$ cat src/rtl/arith_sched.sv
`default_nettype none
// ============================================================================
//  Module   : arith_sched
//  Brief    : Two-requester round-robin scheduler sharing one registered
//             add/multiply unit. Sequence IDLE -> EXEC -> RESP, one
//             operation in flight at a time.
//  Revision : 1.0  initial release
// ============================================================================
module arith_sched #(
    parameter int W = 4
) (
    input  logic             clk,
    input  logic             rst,
    input  logic             r0_valid,
    output logic             r0_ready,
    input  logic             r0_op,
    input  logic [W-1:0]     r0_a,
    input  logic [W-1:0]     r0_b,
    input  logic             r1_valid,
    output logic             r1_ready,
    input  logic             r1_op,
    input  logic [W-1:0]     r1_a,
    input  logic [W-1:0]     r1_b,
    output logic             rsp_valid,
    input  logic             rsp_ready,
    output logic             rsp_id,
    output logic [2*W-1:0]   rsp_data,
    output logic             busy,
    output logic [7:0]       op_cnt
);

    localparam logic [1:0] S_IDLE = 2'd0;
    localparam logic [1:0] S_EXEC = 2'd1;
    localparam logic [1:0] S_RESP = 2'd2;

    logic [1:0]     r_state;
    logic [1:0]     w_next_state;
    // Low while reset is asserted and until the first clock edge after
    // release, so no grant can be offered before that edge.
    logic           r_run;
    logic           r_ptr;
    logic           r_op;
    logic           r_id;
    logic [W-1:0]   r_a;
    logic [W-1:0]   r_b;
    logic [2*W-1:0] r_result;
    logic [7:0]     r_op_cnt;

    logic           w_grant0;
    logic           w_grant1;
    logic           w_grant_any;
    logic [2*W-1:0] w_sum;
    logic [2*W-1:0] w_product;

    // Both operands are zero-extended to 2W so the sum carries its extra
    // bit and the product keeps its full width.
    assign w_sum       = {{W{1'b0}}, r_a} + {{W{1'b0}}, r_b};
    assign w_product   = {{W{1'b0}}, r_a} * {{W{1'b0}}, r_b};
    assign w_grant_any = w_grant0 | w_grant1;

    // Next-state and arbitration: grant only in IDLE; the pointer breaks
    // ties, a lone requester wins regardless of the pointer.
    always_comb begin
        w_next_state = r_state;
        w_grant0     = 1'b0;
        w_grant1     = 1'b0;
        case (r_state)
            S_IDLE: begin
                if (r_run) begin
                    w_grant0 = r0_valid && (!r1_valid || !r_ptr);
                    w_grant1 = r1_valid && (!r0_valid ||  r_ptr);
                end
                if (w_grant0 || w_grant1) begin
                    w_next_state = S_EXEC;
                end
            end
            S_EXEC: begin
                w_next_state = S_RESP;
            end
            S_RESP: begin
                if (rsp_ready) begin
                    w_next_state = S_IDLE;
                end
            end
            default: begin
                w_next_state = S_IDLE;
            end
        endcase
    end

    // State, captured operation, result, pointer and grant counter.
    always_ff @(posedge clk or negedge rst) begin
        if (!rst) begin
            r_state  <= S_IDLE;
            r_run    <= 1'b0;
            r_ptr    <= 1'b0;
            r_op     <= 1'b0;
            r_id     <= 1'b0;
            r_a      <= '0;
            r_b      <= '0;
            r_result <= '0;
            r_op_cnt <= 8'd0;
        end else begin
            r_state <= w_next_state;
            r_run   <= 1'b1;
            if (w_grant_any) begin
                r_op     <= w_grant1 ? r1_op : r0_op;
                r_a      <= w_grant1 ? r1_a  : r0_a;
                r_b      <= w_grant1 ? r1_b  : r0_b;
                r_id     <= w_grant1;
                r_op_cnt <= r_op_cnt + 8'd1;
            end
            if (r_state == S_EXEC) begin
                r_result <= r_op ? w_product : w_sum;
            end
            if ((r_state == S_RESP) && rsp_ready) begin
                r_ptr <= ~r_id;
            end
        end
    end

    assign r0_ready  = w_grant0;
    assign r1_ready  = w_grant1;
    assign rsp_valid = (r_state == S_RESP);
    assign rsp_id    = r_id;
    assign rsp_data  = r_result;
    assign busy      = (r_state != S_IDLE);
    assign op_cnt    = r_op_cnt;

endmodule
`default_nettype wire

$ cat config.mk
export PLATFORM = sky130hd
export DESIGN_NAME = arith_sched
export DESIGN_NICKNAME = d
export VERILOG_FILES = /design/src/rtl/arith_sched.sv
export SDC_FILE = /design/constraint.sdc
export NUM_CORES = 1
export LEC_CHECK = 0
export CAP_MARGIN = 20
export CORE_ASPECT_RATIO = 1.4
export CORE_UTILIZATION = 30
export DETAILED_ROUTE_END_ITERATION = 7
export DONT_BUFFER_PORTS = 1
export GPL_ROUTABILITY_DRIVEN = 0
export PLACE_DENSITY = 0.51
export SLEW_MARGIN = 40
export SYNTH_ARGS = -nofsm -noshare
export SYNTH_HDL_FRONTEND = slang
export SYNTH_SLANG_ARGS = --single-unit
$ cat constraint.sdc
create_clock -name clk -period 5.99 [get_ports clk]
set_input_delay 1.4975 -clock clk [delete_from_list [all_inputs] [get_ports clk]]
set_output_delay 1.4975 -clock clk [all_outputs]
set_load 0.01 [all_outputs]
==> results of run 1 <==
state kept, by name, summed over array words and instances (netlist names):
register  count
r_a           4
rsp_id        1
rsp_data      8
r_op          1
r_state       2
r_ptr         1
op_cnt        8
r_b           4
r_run         1
layout make-up:
| cell class | instances | area (um2) | share of cell area |
|---|---|---|---|
| Clock buffer | 5 | 68.82 | 0.03364 |
| Clock inverter | 3 | 45.04 | 0.02202 |
| Inverter | 9 | 33.78 | 0.01651 |
| Multi-Input combinational cell | 142 | 1045 | 0.5107 |
| Sequential cell | 30 | 750.7 | 0.3670 |
| Tap cell | 70 | 87.58 | 0.04281 |
| Timing Repair Buffer | 2 | 15.01 | 0.007339 |
Yosys cell counts:
master / instances / area share
ha_1: 17 / 0.11
nand2b_1: 3 / 0.010
a21oi_1: 7 / 0.019
nand3_1: 7 / 0.019
mux2i_1: 10 / 0.054
clkbuf_1: 1 / 0.0020
conb_1: 1 / 0.0020
xor2_1: 1 / 0.0047
nor3b_2: 1 / 0.0067
o31ai_1: 3 / 0.012
and3b_1: 1 / 0.0047
buf_2: 4 / 0.011
or2_4: 1 / 0.0047
a22o_1: 1 / 0.0047
o21ai_0: 7 / 0.019
nor2_1: 6 / 0.012
o21ai_1: 10 / 0.027
xnor2_1: 10 / 0.047
nor2b_1: 2 / 0.0067
nor3_2: 1 / 0.0054
a211oi_1: 1 / 0.0040
o31ai_2: 1 / 0.0067
a21o_1: 1 / 0.0040
dfrtp_1: 30 / 0.40
and2_1: 9 / 0.030
nor3_1: 1 / 0.0027
inv_1: 9 / 0.018
and3_1: 2 / 0.0067
fa_1: 5 / 0.054
o31a_1: 1 / 0.0047
nor3_4: 1 / 0.0087
buf_6: 1 / 0.0060
nand2_1: 28 / 0.056
a31oi_1: 1 / 0.0034
a21boi_0: 1 / 0.0040
nand4_1: 1 / 0.0034
path summary, 6_finish.rpt:
check                           startpoint  depth (start not counted)          end  slack, ns
min in group asynchronous              rst                          0  rsp_data[0]       0.90
worst max register to register      r_a[1]                          9  rsp_data[5]       3.08
worst max-delay path              r0_valid                          4     r1_ready       2.56
worst min register to register   op_cnt[7]                          1    op_cnt[7]       0.54
max in group asynchronous              rst                          0       r_b[3]       5.00
worst min-delay path             op_cnt[7]                          1    op_cnt[7]       0.54
placed cells by master, fill, tap and decap left out:
cell type	synthesis	routed
a21o_1	1	1
a21boi_0	1	1
o21ai_0	7	7
and3_1	2	2
or2_4	1	1
xor2_1	1	1
mux2i_1	10	10
nor3_1	1	1
nor3_4	1	1
clkinvlp_4	0	2
dfrtp_1	30	30
nand3_1	7	7
ha_1	17	17
buf_4	0	2
nor3_2	1	1
and3b_1	1	1
and2_1	9	9
nor3b_2	1	1
a31oi_1	1	1
clkbuf_8	0	5
o31a_1	1	1
nand4_1	1	1
a21oi_1	7	7
a22o_1	1	1
bufinv_16	0	1
nor2_1	6	6
nand2b_1	3	3
conb_1	1	1
o31ai_1	3	3
a211oi_1	1	1
o31ai_2	1	1
fa_1	5	5
nand2_1	28	28
o21ai_1	10	10
nor2b_1	2	2
xnor2_1	10	10
inv_1	9	9
kinds of logic (layout without fill, tap and decap cells):
group                      Yosys count  in the layout  share of synthesized area
AOI/OAI and AO/OA                   34             34                     0.1081
xor gates and xnor gates            11             11                    0.05168
adders and majority gates           22             22                     0.1678
buffers and inverters               15             19                    0.03691
DFF                                 30             30                     0.4027
muxes                               10             10                    0.05369
other                                1              1                   0.002011
and+or+nand+nor                     64             64                     0.1772
routing by layer:
layer	vias to the layer above	track usage	wire, um
met5	-	0	0
met4	0	0.04688	57
met3	7	0.03828	144
met2	30	0.2108	1863
met1	599	0.1316	1452
li1	639	-	-
per-stage QoR:
stage	cells	cell area (um2)
finish	261	2046
global route	261	2046
CTS	261	2046
detailed placement	253	1932
global placement	253	1932
floorplan	187	1864
worst reg2reg max path: cells and delay by family (launching register included):
kind / cells / cell delay (ns)
DFF: 1 / 0.46
xor gates and xnor gates: 1 / 0.14
and+or+nand+nor: 2 / 0.22
buffers and inverters: 1 / 0.06
AOI/OAI and AO/OA: 2 / 0.59
adders and majority gates: 3 / 1.35
power groups by stage:
| stage | Sequential [mW] | Combinational (mW) | Clock, mW |
|---|---|---|---|
| 2_1_floorplan | 0.351 | 0.326 | 0 |
| 3_3_place_gp | 0.386 | 0.379 | 0 |
| 3_5_place_dp | 0.387 | 0.383 | 0 |
| 4_1_cts | 0.384 | 0.387 | 0.213 |
| 5_1_grt | 0.395 | 0.441 | 0.219 |
| 6_report | 0.380 | 0.374 | 0.206 |
==> flow_summary_export.csv, run 1 <==
group,metric,value,unit
critical_path,crit_type,"in2out",
yosys,synth.avg_cell_area,9.969,um2
grt,grt_first_pass_wirelength,5.747,mm
critical_path,crit_arrival,1.93,ns
power,power_switching,0.3842,mW
floorplan,coreArea,5946,um2
timing,slew_violations,0,
clock_network,clkLatencyLatePin,0.28,ns
timing,timing.final.crit_share,0.5721,
clock_network,cts_setup_buffers,0,
timing,setup_ws,2.563,ns
power,irDropWorstVdd,0.2241,mV
route,drc_errors,0,
critical_path,crit_slowest_cell,"buf_4",
power,powerDensity,469.3,nW/um2
timing,max_freq,291.8,MHz
timing,timing.hold.ws,0.5381,ns
timing,rsz0062_at_grt,"false",
route,num_vias,1275,
yosys,ys_ff_latch,30,
route,post_drt_via_cell_ratio,4.885,
cells_and_area,insertedDiodeCount,0,
cells_and_area,synthToLayoutAreaGrowth,9.731,%
critical_path,cp_cell_sequence,"nand2b_1 -> nand3_1 -> buf_4 -> inv_1",
critical_path,startpoint_type,"input pin",
grt,grt_max_degree,31,
clock_network,cts.repair.resized,0,
yosys,synthCells,187,
power,seqPwrFrac,0.396,
min_path,hp-class,"reg2reg",
power,swShare,0.4002,
placed_design,place_hpwl,2.792,mm
timing,hold_violations,0,
critical_path,crit_buf_inv,2,
job,drv_cap,0,
clock_network,root_buffer,"clkbuf_8",
floorplan,ios,44,
power,intPower,0.5758,mW
timing,setup_viol,0,
route,wl_per_cell,13.48,um
clock_network,clockBufferDepth,2,
route,ant_nets,0,
route,dr.pass1.iters,6,
route,wl,3.517,mm
timing,slew_headroom,0.6447,
critical_path,critPathTopFamily,"buffers and inverters",
critical_path,cp-end-kind,"primary output",
power,leakagePower,1.011,nW
yosys,syn_area,1864,um2
power,finalPower,0.9600,mW
clock_network,ctsHoldBuffers,0,
grt,grt_remaining_overflow,0,
floorplan,num_rows,33,
grt,grt_pass1_vias,1263,
floorplan,dieArea,6538,um2
clock_network,htree_levels,2,
floorplan,die_x,68.63,um
clock_network,numCtsBuffers,5,
critical_path,critPathMaxStageDelay,0.20,ns
clock_network,tritoncts,"yes",
cells_and_area,n_fill_cell,632,
yosys,ys_types,36,
critical_path,cp_max_fo,10,
yosys,ys_seq_area_frac,0.4027,
critical_path,worst-endpoint-required,4.49,ns
grt,grt_usage,0.1207,
power,clock_power_share,0.215,
placed_design,io_buffers,0,
clock_network,clkTransAtPathRegs,0.07,ns
timing,fin_setup_tns,0,ns
power,p_comb_frac,0.389,
placed_design,pre_cts_ws,2.557,ns
timing,skew,0.006813,ns
route,first_iter_violations,14,
cells_and_area,nets,235,
clock_network,cts_sinks,30,
timing,tightest_slew,0.5330,ns
floorplan,start_util,0.3136,
floorplan,die_y,95.28,um
timing,period_minus_slack,3.427,ns
cells_and_area,final_util,0.3441,
yosys,yosysWarnings,0,
grt,antenna_found_initial,0,
outcome,status,"completed",
cells_and_area,drive_gt1_frac,0.07853,
yosys,synth_nets,232,
No activity file was read; power rests on OpenSTA's default activity.
==> run 2, diff against run 1 <==
--- a/config.mk
+++ b/config.mk
@@ -5,6 +5,7 @@
 export SDC_FILE = /design/constraint.sdc
 export NUM_CORES = 1
 export LEC_CHECK = 0
+export ABC_AREA = 1
 export CAP_MARGIN = 20
 export CORE_ASPECT_RATIO = 1.4
 export CORE_UTILIZATION = 30
==> constraint.sdc (replaced) <==
create_clock -name clk -period 3.6 [get_ports clk]
set_input_delay 0.9 -clock clk [delete_from_list [all_inputs] [get_ports clk]]
set_output_delay 0.9 -clock clk [all_outputs]
set_load 0.01 [all_outputs]
==> run 2 against run 1 <==
Net effect: the flow now finishes with violations (design-rule violations); clock-buffer cell count rose by 2; largest cell class unchanged; register-to-register slack got worse by 2.1 ns; area after synthesis rose by 7.4%; first-iteration DRC count rose to 3.4 times the previous value; wire length rose by 22%.
==> flow_summary_export.csv, run 2 <==
group,metric,value,unit
yosys,ys.flop_type,"dfrtp_1",
yosys,yosysWarnings,0,
outcome,status,"finished with violations",
yosys,syn_area,2002,um2
timing,rsz0062_at_grt,"false",
clock_network,cts_sinks,30,
clock_network,clkTransAtPathRegs,0.07,ns
clock_network,htree_levels,2,
floorplan,coreArea,6339,um2
route,wl,4.289,mm
floorplan,die_x,71.04,um
critical_path,worstReg2RegEnd,"rsp_data[5]",
cells_and_area,mostFrequentLayoutCells,"nand2_1, inv_1, dfrtp_1",
critical_path,crit_top_cell,"nand2_1",
cells_and_area,final_common_cell,"nand2_1",
yosys,synth_area_leaders,"dfrtp_1, nand2_1, ha_1",
power,irDropWorstVdd,0.3224,mV
route,ant_nets,0,
critical_path,crit_slowest_cell,"fa_1",
grt,grt_usage,0.1372,
cells_and_area,final_area,2156,um2
yosys,synth_largest_area_cell,"dfrtp_1",
yosys,yosys-top-cells-count,"nand2_1, inv_1, dfrtp_1",
placed_design,placed_cell_area,2064,um2
cells_and_area,synthToLayoutAreaGrowth,7.688,%
yosys,synth_nets,296,
critical_path,crit_arrival,2.79,ns
route,first_iter_violations,48,
grt,grt_pass1_vias,1690,
timing,period_minus_slack,2.615,ns
route,num_vias,1581,
critical_path,startpoint_type,"flop",
yosys,ys_ff_latch,30,
critical_path,worst-endpoint-required,3.78,ns
route,wl_per_cell,13.08,um
clock_network,tritoncts,"yes",
floorplan,die_y,98.66,um
critical_path,r2r_cells,12,
grt,antenna_found_initial,0,
min_path,hp-class,"in2async",
critical_path,cp_cell_sequence,"nand2_1 -> fa_1 -> inv_1 -> fa_1 -> ha_1 -> nand2_1 -> nand2_1 -> inv_1 -> nand2_1 -> or2_2 -> nand3_1 -> nand2_1",
floorplan,num_rows,34,
critical_path,regToRegSetupSlack,0.98,ns
cells_and_area,drive_gt1_frac,0.06641,
grt,grt_remaining_overflow,0,
job,drv_cap,0,
route,post_drt_via_cell_ratio,4.820,
floorplan,ios,44,
critical_path,timing.rr.start,"r_a[1]",
clock_network,cts_setup_buffers,0,
yosys,ys_seq_area_frac,0.3750,
placed_design,place_hpwl,3.431,mm
cells_and_area,final_util,0.3401,
power,finalPower,2.203,mW
cells_and_area,n_fill_cell,669,
grt,grt_first_pass_wirelength,7.486,mm
route,drc_errors,2,
timing,hold_violations,0,
power,leakagePower,1.138,nW
timing,setup_viol,0,
critical_path,crit_type,"reg2reg",
cells_and_area,insertedDiodeCount,0,
cells_and_area,nets,300,
power,powerDensity,1022,nW/um2
critical_path,cp-end-kind,"flop",
yosys,synth_edf_count,0,
yosys,synth_top_area_frac,0.3750,
placed_design,io_buffers,0,
yosys,async_reset_ff_frac,1.000,
yosys,synth.avg_cell_area,7.976,um2
grt,grt_max_degree,31,
yosys,synthCells,251,
yosys,ys_types,29,
clock_network,root_buffer,"clkbuf_8",
timing,slew_violations,0,
floorplan,start_util,0.3158,
timing,skew,0.003774,ns
floorplan,dieArea,7008,um2
critical_path,cp_max_fo,6,
clock_network,clkLatencyLatePin,0.28,ns
timing,timing.final.crit_share,0.7265,
critical_path,critPathMaxStageDelay,0.50,ns
timing,max_freq,382.4,MHz
route,dr.pass1.iters,6,
clock_network,cts.repair.resized,0,
outcome,violations,"design-rule violations",
clock_network,ctsHoldBuffers,0,
yosys,yosysMostFrequentCell,"nand2_1",
clock_network,clockBufferDepth,2,
timing,fin_setup_tns,0,ns
clock_network,numCtsBuffers,5,
run 2: layout make-up:
class / count / area [um2] / share of cell area
Inverter: 35 / 131.4 / 0.06094
Clock inverter: 1 / 5.005 / 0.002322
Timing Repair Buffer: 1 / 7.507 / 0.003482
Tap cell: 72 / 90.09 / 0.04179
Multi-Input combinational cell: 182 / 1085 / 0.5032
Sequential cell: 30 / 750.7 / 0.3482
Clock buffer: 7 / 86.33 / 0.04005
run 2: worst max-delay path by stage:
stage               startpoint          end  slack, ns
global placement        r_a[1]  rsp_data[4]       1.03
global route            r_a[0]  rsp_data[4]       0.77
detailed placement      r_a[1]  rsp_data[4]       0.99
CTS                     r_a[1]  rsp_data[4]       0.97
floorplan               r_a[0]  rsp_data[5]       1.11
finish                  r_a[1]  rsp_data[5]       0.98
run 2: power by group:
group	total, mW	internal, mW	switching, mW
sequential	0.665	0.477	0.188
clock	0.286	0.154	0.132
combinational	1.25	0.510	0.742
total	2.20	1.14	1.06
run 2: stage by stage:
stage | cells | worst slack (ns) | hold WS (ns)
finish | 328 | 0.9846 | 0.3081
floorplan | 251 | 1.108 | 0.4734
global placement | 320 | 1.029 | 0.5037
detailed placement | 320 | 0.9877 | 0.5124
CTS | 328 | 0.9675 | 0.2955
global route | 328 | 0.7653 | 0.2806
run 2: critical path, delay by kind of cell (launching register included):
| family | cells | cell delay, ns |
|---|---|---|
| adder cells (fa/ha/maj) | 3 | 1.27 |
| AND/OR/NAND/NOR | 7 | 0.68 |
| flip-flops | 1 | 0.46 |
| buffers and inverters | 2 | 0.10 |
run 2: routing by layer:
layer	track usage	wire [um]	up-vias
li1	-	-	807
met2	0.2389	2214	38
met1	0.1451	1710	730
met3	0.06135	294	6
met4	0.04923	71	0
met5	0	0	-
run 2: cells by family (layout without fill, tap and decap cells):
kind of cell               Yosys count  in the layout  share of synthesized area
other                                1              1                   0.001873
adders and majority gates           22             22                     0.1562
AOI/OAI and AO/OA                   35             35                    0.09500
and+or+nand+nor                    118            118                     0.2625
xor gates and xnor gates             6              6                    0.02625
DFF                                 30             30                     0.3750
buffers and inverters               39             44                    0.08312
